### src/rtl/rtap_bist_master_if.sv
// Request/response handshake between a JTAG-side client and rtap_bist_master.
`ifndef JTAG_DATA_REQ_WIDTH
`define JTAG_DATA_REQ_WIDTH 192
`endif
`ifndef JTAG_DATA_RES_WIDTH
`define JTAG_DATA_RES_WIDTH 256
`endif

interface rtap_bist_master_if;
  logic                            req_val;
  logic                            req_rdy;
  logic                            req_wr;
  logic [7:0]                      req_id;
  logic [7:0]                      req_bsel;
  logic [15:0]                     req_addr;
  logic [`JTAG_DATA_REQ_WIDTH-1:0] req_wdata;
  logic                            res_val;
  logic                            res_rdy;
  logic [`JTAG_DATA_RES_WIDTH-1:0] res_rdata;

  modport master (
    output req_val, req_wr, req_id, req_bsel, req_addr, req_wdata, res_rdy,
    input  req_rdy, res_val, res_rdata
  );

  modport slave (
    input  req_val, req_wr, req_id, req_bsel, req_addr, req_wdata, res_rdy,
    output req_rdy, res_val, res_rdata
  );
endinterface

### src/rtl/rtap_bist_master.sv
// Serialises one SRAM BIST read/write transaction per request onto the 4-bit
// wrapper bus and returns the read nibbles as a 256-bit response.
//
// state | meaning
// IDLE  | ready for a request, bus NOP
// ID    | shift target SRAM ID, 2 nibbles
// BSEL  | shift bit-select, 2 nibbles
// ADDR  | shift address, 4 nibbles
// OP    | read opcode, or first write-data nibble
// RWAIT | NOP while the wrapper fetches the read word
// RDATA | 64 SHIFT_DATA cycles sampling srams_rtap_data
// WDATA | remaining 47 write-data nibbles
// GAP   | POST_GAP NOP cycles, response valid from the first one
// RESP  | gap done, waiting for the response to be consumed
`ifndef JTAG_DATA_REQ_WIDTH
`define JTAG_DATA_REQ_WIDTH 192
`endif
`ifndef JTAG_DATA_RES_WIDTH
`define JTAG_DATA_RES_WIDTH 256
`endif
`ifndef BIST_OP_WIDTH
`define BIST_OP_WIDTH 4
`endif
`ifndef SRAM_WRAPPER_BUS_WIDTH
`define SRAM_WRAPPER_BUS_WIDTH 4
`endif

module rtap_bist_master #(
  parameter int unsigned POST_GAP = 2
) (
  input  logic                               clk,
  input  logic                               rst,
  rtap_bist_master_if.slave                  bus,
  output logic [`BIST_OP_WIDTH-1:0]          rtap_srams_bist_command,
  output logic [`SRAM_WRAPPER_BUS_WIDTH-1:0] rtap_srams_bist_data,
  input  logic [`SRAM_WRAPPER_BUS_WIDTH-1:0] srams_rtap_data
);

  localparam int WW = `JTAG_DATA_REQ_WIDTH;
  localparam int RW = `JTAG_DATA_RES_WIDTH;
  localparam int BW = `SRAM_WRAPPER_BUS_WIDTH;
  localparam int OW = `BIST_OP_WIDTH;

  localparam logic [OW-1:0] OP_NOP           = OW'(0);
  localparam logic [OW-1:0] OP_READ          = OW'(1);
  localparam logic [OW-1:0] OP_SHIFT_ID      = OW'(2);
  localparam logic [OW-1:0] OP_SHIFT_BSEL    = OW'(3);
  localparam logic [OW-1:0] OP_SHIFT_ADDRESS = OW'(4);
  localparam logic [OW-1:0] OP_SHIFT_DATA    = OW'(5);

  localparam logic [6:0] RDATA_LAST = 7'(RW / BW - 1);
  localparam logic [6:0] WDATA_LAST = 7'(WW / BW - 2);
  localparam logic [6:0] GAP_LAST   = 7'(POST_GAP - 1);

  typedef enum logic [3:0] {
    IDLE, ID, BSEL, ADDR, OP, RWAIT, RDATA, WDATA, GAP, RESP
  } state_t;

  state_t          state, state_n;
  logic [6:0]      cnt, cnt_n;
  logic [OW-1:0]   cmd_n;
  logic [BW-1:0]   data_n;
  logic [7:0]      id_src;

  logic            wr_q;
  logic [7:0]      id_q;
  logic [7:0]      bsel_q;
  logic [15:0]     addr_q;
  logic [WW-1:0]   wdata_q;
  logic            res_val_q;
  logic [RW-1:0]   rdata_q;

  logic            accept;

  assign accept      = (state == IDLE) && bus.req_val;
  assign bus.req_rdy = (state == IDLE);
  assign bus.res_val = res_val_q;
  assign bus.res_rdata = rdata_q;

  // The first ID nibble leaves on the acceptance edge, before id_q holds it.
  assign id_src = (state == IDLE) ? bus.req_id : id_q;

  always_comb begin
    state_n = state;
    cnt_n   = '0;
    cmd_n   = OP_NOP;
    data_n  = '0;

    case (state)
      IDLE:    if (bus.req_val) state_n = ID;
      ID:      if (cnt == 7'd1) state_n = BSEL;
      BSEL:    if (cnt == 7'd1) state_n = ADDR;
      ADDR:    if (cnt == 7'd3) state_n = OP;
      OP:      state_n = wr_q ? WDATA : RWAIT;
      RWAIT:   state_n = RDATA;
      RDATA:   if (cnt == RDATA_LAST) state_n = GAP;
      WDATA:   if (cnt == WDATA_LAST) state_n = GAP;
      GAP:     if (cnt == GAP_LAST) state_n = (res_val_q && !bus.res_rdy) ? RESP : IDLE;
      RESP:    if (bus.res_rdy) state_n = IDLE;
      default: state_n = IDLE;
    endcase

    if (state_n != state)                      cnt_n = '0;
    else if (state == IDLE || state == RESP)   cnt_n = cnt;
    else                                       cnt_n = cnt + 7'd1;

    // Bus outputs are registered, so they are decoded from the next state.
    case (state_n)
      ID: begin
        cmd_n  = OP_SHIFT_ID;
        data_n = cnt_n[0] ? id_src[3:0] : id_src[7:4];
      end
      BSEL: begin
        cmd_n  = OP_SHIFT_BSEL;
        data_n = cnt_n[0] ? bsel_q[3:0] : bsel_q[7:4];
      end
      ADDR: begin
        cmd_n = OP_SHIFT_ADDRESS;
        case (cnt_n[1:0])
          2'd0:    data_n = addr_q[15:12];
          2'd1:    data_n = addr_q[11:8];
          2'd2:    data_n = addr_q[7:4];
          default: data_n = addr_q[3:0];
        endcase
      end
      OP: begin
        cmd_n  = wr_q ? OP_SHIFT_DATA : OP_READ;
        data_n = wr_q ? wdata_q[WW-1 -: BW] : '0;
      end
      WDATA: begin
        cmd_n  = OP_SHIFT_DATA;
        data_n = wdata_q[WW-BW-1 -: BW];
      end
      RDATA:   cmd_n = OP_SHIFT_DATA;
      default: ;
    endcase
  end

  always_ff @(posedge clk or posedge rst) begin
    if (rst) begin
      state                   <= IDLE;
      cnt                     <= '0;
      rtap_srams_bist_command <= OP_NOP;
      rtap_srams_bist_data    <= '0;
    end else begin
      state                   <= state_n;
      cnt                     <= cnt_n;
      rtap_srams_bist_command <= cmd_n;
      rtap_srams_bist_data    <= data_n;
    end
  end

  always_ff @(posedge clk or posedge rst) begin
    if (rst) begin
      wr_q      <= 1'b0;
      id_q      <= '0;
      bsel_q    <= '0;
      addr_q    <= '0;
      wdata_q   <= '0;
      res_val_q <= 1'b0;
      rdata_q   <= '0;
    end else begin
      if (accept) begin
        wr_q    <= bus.req_wr;
        id_q    <= bus.req_id;
        bsel_q  <= bus.req_bsel;
        addr_q  <= bus.req_addr;
        wdata_q <= bus.req_wdata;
        rdata_q <= '0;
      end
      // Left-shift so the next write nibble is always just below the top one.
      if (state_n == WDATA) wdata_q <= {wdata_q[WW-BW-1:0], {BW{1'b0}}};
      if (state == RDATA)   rdata_q <= {rdata_q[RW-BW-1:0], srams_rtap_data};
      if ((state == RDATA || state == WDATA) && state_n == GAP)
        res_val_q <= 1'b1;
      else if (res_val_q && bus.res_rdy)
        res_val_q <= 1'b0;
    end
  end

endmodule

### src/flat_wrapper.sv
// flat-port wrapper written by rule: the top's interface ports become plain ports
module rtap_bist_master_flat 
#(
  parameter int unsigned POST_GAP = 2
)
  (clk, rst, rtap_srams_bist_command, rtap_srams_bist_data, srams_rtap_data, bus_req_val, bus_req_wr, bus_req_id, bus_req_bsel, bus_req_addr, bus_req_wdata, bus_res_rdy, bus_req_rdy, bus_res_val, bus_res_rdata);
  rtap_bist_master_if bus_i ();
  input  logic clk;
  input  logic rst;
  output logic [`BIST_OP_WIDTH-1:0] rtap_srams_bist_command;
  output logic [`SRAM_WRAPPER_BUS_WIDTH-1:0] rtap_srams_bist_data;
  input  logic [`SRAM_WRAPPER_BUS_WIDTH-1:0] srams_rtap_data;
  input wire logic [$bits(bus_i.req_val)-1:0] bus_req_val;
  input wire logic [$bits(bus_i.req_wr)-1:0] bus_req_wr;
  input wire logic [$bits(bus_i.req_id)-1:0] bus_req_id;
  input wire logic [$bits(bus_i.req_bsel)-1:0] bus_req_bsel;
  input wire logic [$bits(bus_i.req_addr)-1:0] bus_req_addr;
  input wire logic [$bits(bus_i.req_wdata)-1:0] bus_req_wdata;
  input wire logic [$bits(bus_i.res_rdy)-1:0] bus_res_rdy;
  output wire logic [$bits(bus_i.req_rdy)-1:0] bus_req_rdy;
  output wire logic [$bits(bus_i.res_val)-1:0] bus_res_val;
  output wire logic [$bits(bus_i.res_rdata)-1:0] bus_res_rdata;
  assign bus_i.req_val = bus_req_val;
  assign bus_i.req_wr = bus_req_wr;
  assign bus_i.req_id = bus_req_id;
  assign bus_i.req_bsel = bus_req_bsel;
  assign bus_i.req_addr = bus_req_addr;
  assign bus_i.req_wdata = bus_req_wdata;
  assign bus_i.res_rdy = bus_res_rdy;
  assign bus_req_rdy = bus_i.req_rdy;
  assign bus_res_val = bus_i.res_val;
  assign bus_res_rdata = bus_i.res_rdata;
  rtap_bist_master #(.POST_GAP(POST_GAP)) u_core (.clk(clk), .rst(rst), .bus(bus_i), .rtap_srams_bist_command(rtap_srams_bist_command), .rtap_srams_bist_data(rtap_srams_bist_data), .srams_rtap_data(srams_rtap_data));
endmodule
### config.mk
export PLATFORM = sky130hd
export DESIGN_NAME = rtap_bist_master_flat
export DESIGN_NICKNAME = d
export VERILOG_FILES = /design/src/rtl/rtap_bist_master_if.sv /design/src/rtl/rtap_bist_master.sv /design/src/flat_wrapper.sv
export SDC_FILE = /design/constraint.sdc
export NUM_CORES = 1
export LEC_CHECK = 0
export CAP_MARGIN = 20
export CORE_ASPECT_RATIO = 1.5
export CORE_MARGIN = 4
export CORE_UTILIZATION = 50
export CTS_CLUSTER_SIZE = 40
export DETAILED_ROUTE_END_ITERATION = 8
export PLACE_DENSITY_LB_ADDON = 0.1
export SETUP_SLACK_MARGIN = 0.02
export SYNTH_ARGS = -nofsm -noshare
export SYNTH_HDL_FRONTEND = slang
export SYNTH_SLANG_ARGS = --single-unit
### constraint.sdc
create_clock -name clk -period 19 [get_ports clk]
set_input_delay 3.8 -clock clk [delete_from_list [all_inputs] [get_ports clk]]
set_output_delay 3.8 -clock clk [all_outputs]
set_load 0.01 [all_outputs]
-- Word level (Yosys, flattened, before mapping)
Cells that the tools add are included.
W data, S select, Z words.
- register bits: 501
- latch bits: 0
- bits in writable memories: 0
- memory bits (read-only): 0
- input bits: 233
- memories: 0
- $add $sub $neg: 1
- $mul: 0
- divide/modulo/power cells: 0
- magnitude comparators: 0
- equality and inequality tests: 24
- shift-type cells: 0
- muxes and demuxes: 27
- bitwise gates (word level): 0
- reduce and logical (&&, ||, !) cells: 13
- operator list (kind ; count):
    $mux W256 ; 2
    $mux W192 ; 2
    $mux W4 ; 12
    $pmux W4 S10 ; 1
    $pmux W4 S5 ; 2
    $eq A4 B3 Y1 const B ; 7
    $eq A4 B2 Y1 const B ; 4
    $eq A7 B6 Y1 const B ; 2
    $mux W7 ; 2
    $eq A4 B4 Y1 const B ; 3
    $pmux W4 S3 ; 1
    $eq A4 B1 Y1 const B ; 2
    $mux W8 ; 1
    $add A7 B1 Y7 const B ; 1
    $eq A7 B1 Y1 const B ; 1
    $eq A7 B2 Y1 const B ; 1
    $reduce_bool A2 Y1 ; 3
    $logic_and A1 B1 Y1 ; 4
    $logic_not A4 Y1 ; 1
    $ne A4 B4 Y1 ; 1
    $mux W3 ; 1
    $eq A2 B1 Y1 const B ; 1
    $eq A2 B2 Y1 const B ; 1
    $logic_not A2 Y1 ; 1
    6 further kinds ; 8

-- Depth between registers and ports, before layout
- depth in word-level cells: 10
- depth in mapped cells: 13

-- Least setup slack after synthesis
OpenSTA, ideal clock, no wires.
- path kind: input-to-reg
- start: in bus_res_rdy
- end: reg u_core.rtap_srams_bist_data[3]
- setup time: 124 ps
- arrival: 5736 ps
- slack: 13140 ps
- stages on the path: 9
- path buffers: 1
- path through: or4bb_1 -> a21oi_1 -> a41o_1 -> o21ai_0 -> a211oi_4 -> buf_6 -> mux2i_1 -> o21ai_1 -> a211o_1
- word-level cells in the longest chain between the ends: 10
- elaborated cells between the ends (all ways): 20
- RTL lines (element ; RTL line ; RTL):
    start: declaration ; flat_wrapper.sv:19 ; input wire logic [$bits(bus_i.res_rdy)-1:0] bus_res_rdy;
    $logic_not A1 Y1 ; rtap_bist_master.sv:98 ; GAP: if (cnt == GAP_LAST) state_n = (res_val_q && !bus.res_rdy) ? RESP : IDLE;
    $logic_and A1 B1 Y1 ; rtap_bist_master.sv:98 ;
    $mux W4 (2 in a row) ; rtap_bist_master.sv:98 ;
    $pmux W4 S10 (*) ; rtap_bist_master.sv:89 ; case (state)
    $ne A4 B4 Y1 (*) ; rtap_bist_master.sv:103 ; if (state_n != state) cnt_n = '0;
    $mux W7 (*) ; rtap_bist_master.sv:103 ;
    via u_core.cnt_n[0] ; rtap_bist_master.sv:60 ; logic [6:0] cnt, cnt_n;
    $eq A2 B2 Y1, or another cell as far along ; rtap_bist_master.sv:119 ; case (cnt_n[1:0])
    $pmux W4 S3 ; rtap_bist_master.sv:119 ;
    $pmux W4 S5 (*) ; rtap_bist_master.sv:108 ; case (state_n)
    via u_core.data_n[3] ; rtap_bist_master.sv:62 ; logic [BW-1:0] data_n;
    end signal: assignment ; rtap_bist_master.sv:149 ; rtap_srams_bist_data <= data_n;
    end: declaration ; rtap_bist_master.sv:35 ; output logic [`SRAM_WRAPPER_BUS_WIDTH-1:0] rtap_srams_bist_data,
The timed path passes the listed nets; every way through them passes the cells marked *.
A chain may end at the register's enable or synchronous reset.

-- Worst setup path in the final report
- start: in bus_res_rdy
- end: reg u_core.wdata_q[89]
- word-level cells in the longest chain between the ends: 7
- elaborated cells between the ends (all ways): 9
- RTL lines (element ; RTL line ; RTL):
    $logic_not A1 Y1 ; rtap_bist_master.sv:98 ;
    $logic_and A1 B1 Y1 ; rtap_bist_master.sv:98 ;
    $mux W4 (2 in a row) ; rtap_bist_master.sv:98 ;
    $pmux W4 S10 (*) ; rtap_bist_master.sv:89 ;
    $eq A4 B3 Y1 (*) ; rtap_bist_master.sv:172 ; if (state_n == WDATA) wdata_q <= {wdata_q[WW-BW-1:0], {BW{1'b0}}};
    $mux W192 / $reduce_bool A2 Y1 (equally long branches) ; n/a ;
    end signal: assignment ; rtap_bist_master.sv:168 ; wdata_q <= bus.req_wdata;
    end signal: assignment ; rtap_bist_master.sv:172 ;
    end: declaration ; rtap_bist_master.sv:69 ; logic [WW-1:0] wdata_q;
Every way passes the cells marked *; elsewhere a longest branch is shown, timed or not.

==> results.ini <==
[sta]
finalHoldViolations = 0
period_share_pct = 39.7
drv_slew = 0
timing.final.ws_setup_ps = 11450
slew_headroom_pct = 28.5
grt_setup_unrepaired = no
setup_tns_ps = 0
max_freq_ghz = 0.132
worst_slew_pin_slew_ps = 1070
finalSetupViolations = 0
fin_crit_ps = 7550
skew_ps = 12.2

[clock_network]
cts_made_buffers = 47
post_cts_resized = 0
ctsHtreeMaxLevel = 2
cts_sinks = 500
clk_latency_ps = 560
path_clk_slew_ps = 60
ctsHoldBuffers = 0
cts.root.buffer_cell = clkbuf_16
cts_setup_buffers = 0
clock_path_buffers = 3
cts_tree = done

[min_path]
min_to = u_core.wdata_q[191]$_DFFE_PP0P_
hp-start = u_core.wdata_q[191]$_DFFE_PP0P_
whs_path_depth = 2
hold_class = flop to flop

[synthesis]
synth_edf_count = 0
syn_avg_cell_area_um2 = 9.16
synth_async_sr_flop_share_pct = 100
synthCells = 2270
synth-seq-cells = 500
netlist_area_um2 = 20800
yosysSeqAreaShare_pct = 60.2
synth_flop_cell = dfrtp_1
synth_fp_nets = 2506
ys_warn_count = 0
ys_types = 61

[global_routing]
grt_usage_pct = 25.3
grt_pass1_wl_um = 93200
grt-ovfl-total = 0
grt_start_max_net_pins = 236
grt_pass1_vias = 17500
antenna_found_initial = 6

[die]
rows = 91
design.portCount = 499
die_h_um = 258
start_util_pct = 50.6
die_w_um = 175
core-area_um2 = 41100
die-area_um2 = 45000

[worst_setup_path]
crit_fanout = 89
crit_start = bus_res_rdy
reg2reg_slack_ps = 14420
end_kind = flop
crit_path_cell_trace = clkdlybuf4s50_1 > or4bb_1 > a21oi_1 > a41o_1 > or3b_1 > nor2b_4 > buf_4 > buf_4 > a22oi_1 > nand2_1
max_stage_delay_ps = 860
crit_slowest_cell = nor2b_4
worstReg2RegEnd = u_core.wdata_q[89]$_DFFE_PP0P_
arrival_ps = 8040
timing.rr.start = u_core.state[0]$_DFF_PP0_
crit_type = primary input to flop
cp-start-kind = primary input
r2r_cells = 9
cp.required_ps = 19490
crit_top_cell = buf_4

[route]
drc = 0
totalWireLength_um = 59200
viasPerCell = 5.38
drt_iter0_drc = 1351
ant_nets = 0
wl_per_cell_um = 18.1
vias = 17600
first_pass_iters = 6

[finish]
fill_cells = 3354
fin_area_um2 = 27500
area_growth_pct = 32.4
regArea_um2 = 12500
layout_common_cells = 1004 x nand2_1, 500 x dfrtp_1, 497 x clkdlybuf4s50_1, 276 x o21ai_0, 192 x a22oi_1
stdcell_count = 3268
multi_input_area_um2 = 7560
layout_commonest_cell = nand2_1
drive_gt1_share_pct = 4.00
nets = 2904

[place]
pre_cts_slack_ps = 10950
placedCellCount = 3176
hpwl_um = 40100
globalplace.congestion = 0.852
io_buffers = 497
postPlaceCellArea_um2 = 25900

[pwr]
p_leak_nw = 12.4
vdd_drop_max_mv = 0.0911
p_per_area_nw_per_um2 = 173

[outcome]
status = completed

[run]
drv_cap = 0

cells by family after synthesis:
group	after synthesis	synth area share [%]
AOI/OAI and AO/OA	507	15.0
xor gates and xnor gates	8	0.337
adders and majority gates	3	0.181
buffers and inverters	175	3.60
DFF	500	60.2
muxes	14	0.770
other	1	0.0180
and+or+nand+nor	1062	19.9
area by class of cell:
class / instances / share of cell area, %
sequential: 500 / 45.4
multi-input combinational: 1595 / 27.4
timing repair buffer: 515 / 18.7
clock buffer: 73 / 5.17
tap: 558 / 2.54
clock inverter: 11 / 0.513
inverter: 9 / 0.150
antenna: 7 / 0.0636
worst max path at each step:
| stage | endpoint | slack (ps) | depth (start not counted) |
|---|---|---|---|
| 4_1_cts | u_core.wdata_q[89]$_DFFE_PP0P_ | 11520 | 10 |
| 6_report | u_core.wdata_q[89]$_DFFE_PP0P_ | 11450 | 10 |
| 3_3_place_gp | u_core.wdata_q[94]$_DFFE_PP0P_ | 11040 | 10 |
| 5_1_grt | u_core.wdata_q[68]$_DFFE_PP0P_ | 11130 | 10 |
| 2_1_floorplan | u_core.addr_q[0]$_DFFE_PP0P_ | 1240 | 1 |
| 3_5_place_dp | u_core.wdata_q[57]$_DFFE_PP0P_ | 10950 | 10 |
layer usage:
| metal | up-vias | wire length, um | track usage, % |
|---|---|---|---|
| li1 | 8327 | - | - |
| met1 | 8577 | 23000 | 30.9 |
| met2 | 586 | 29500 | 42.9 |
| met3 | 103 | 4150 | 6.27 |
| met4 | 0 | 2580 | 10.6 |
| met5 | - | 0 | 0 |
metrics by stage:
step	util [%]	hold slack (ps)	total power, W
global route	67.0	490	0.00508
global placement	63.1	450	0.00377
detailed placement	63.1	458	0.00383
CTS	66.9	471	0.00480
floorplan	-	438	0.00290
finish	67.0	467	0.00477
flip-flops by register name, summed over array words and instances (netlist names):
| register | flops |
|---|---|
| u_core.rtap_srams_bist_data | 4 |
| u_core.bus.res_val | 1 |
| u_core.state | 4 |
| u_core.bsel_q | 8 |
| u_core.bus.res_rdata | 256 |
| u_core.wr_q | 1 |
| u_core.id_q | 8 |
| u_core.rtap_srams_bist_command | 3 |
| u_core.wdata_q | 192 |
| u_core.addr_q | 16 |
| u_core.cnt | 7 |
synth_stat cells (3+ instances only):
cell type  count  area [um2]
nand2_1     1004        3770
dfrtp_1      500       12500
o21ai_0      276        1380
a22oi_1      192        1440
clkbuf_1     111         417
buf_2         34         170
nor2_1        20        75.1
buf_4         11        82.6
mux2i_1       10         100
buf_1          9        33.8
a21oi_1        8        40.0
inv_1          8        30.0
nand3_1        6        30.0
xnor2_1        5        43.8
a211o_1        4        35.0
and2_1         3        18.8
ha_1           3        37.5
mux2_2         3        33.8
o2111ai_1      3        26.3
o221ai_1       3        26.3
o22ai_1        3        18.8
o31ai_1        3        22.5
xor2_1         3        26.3
worst max-delay path, delay by kind of cell:
family          cells  cell delay, ps
compound gates      3             470
buf+inv             3            2000
simple gates        4            1680
power by group:
part | leakage, nW | internal [W] | switching, W | total (W)
Combinational | 5.02 | 0.000847 | 0.00103 | 0.00187
Clock | 0.776 | 0.000555 | 0.000399 | 0.000955
Sequential | 6.58 | 0.00157 | 0.000375 | 0.00194
Total | 12.4 | 0.00297 | 0.00180 | 0.00477
No activity file was read; power rests on OpenSTA's default activity.
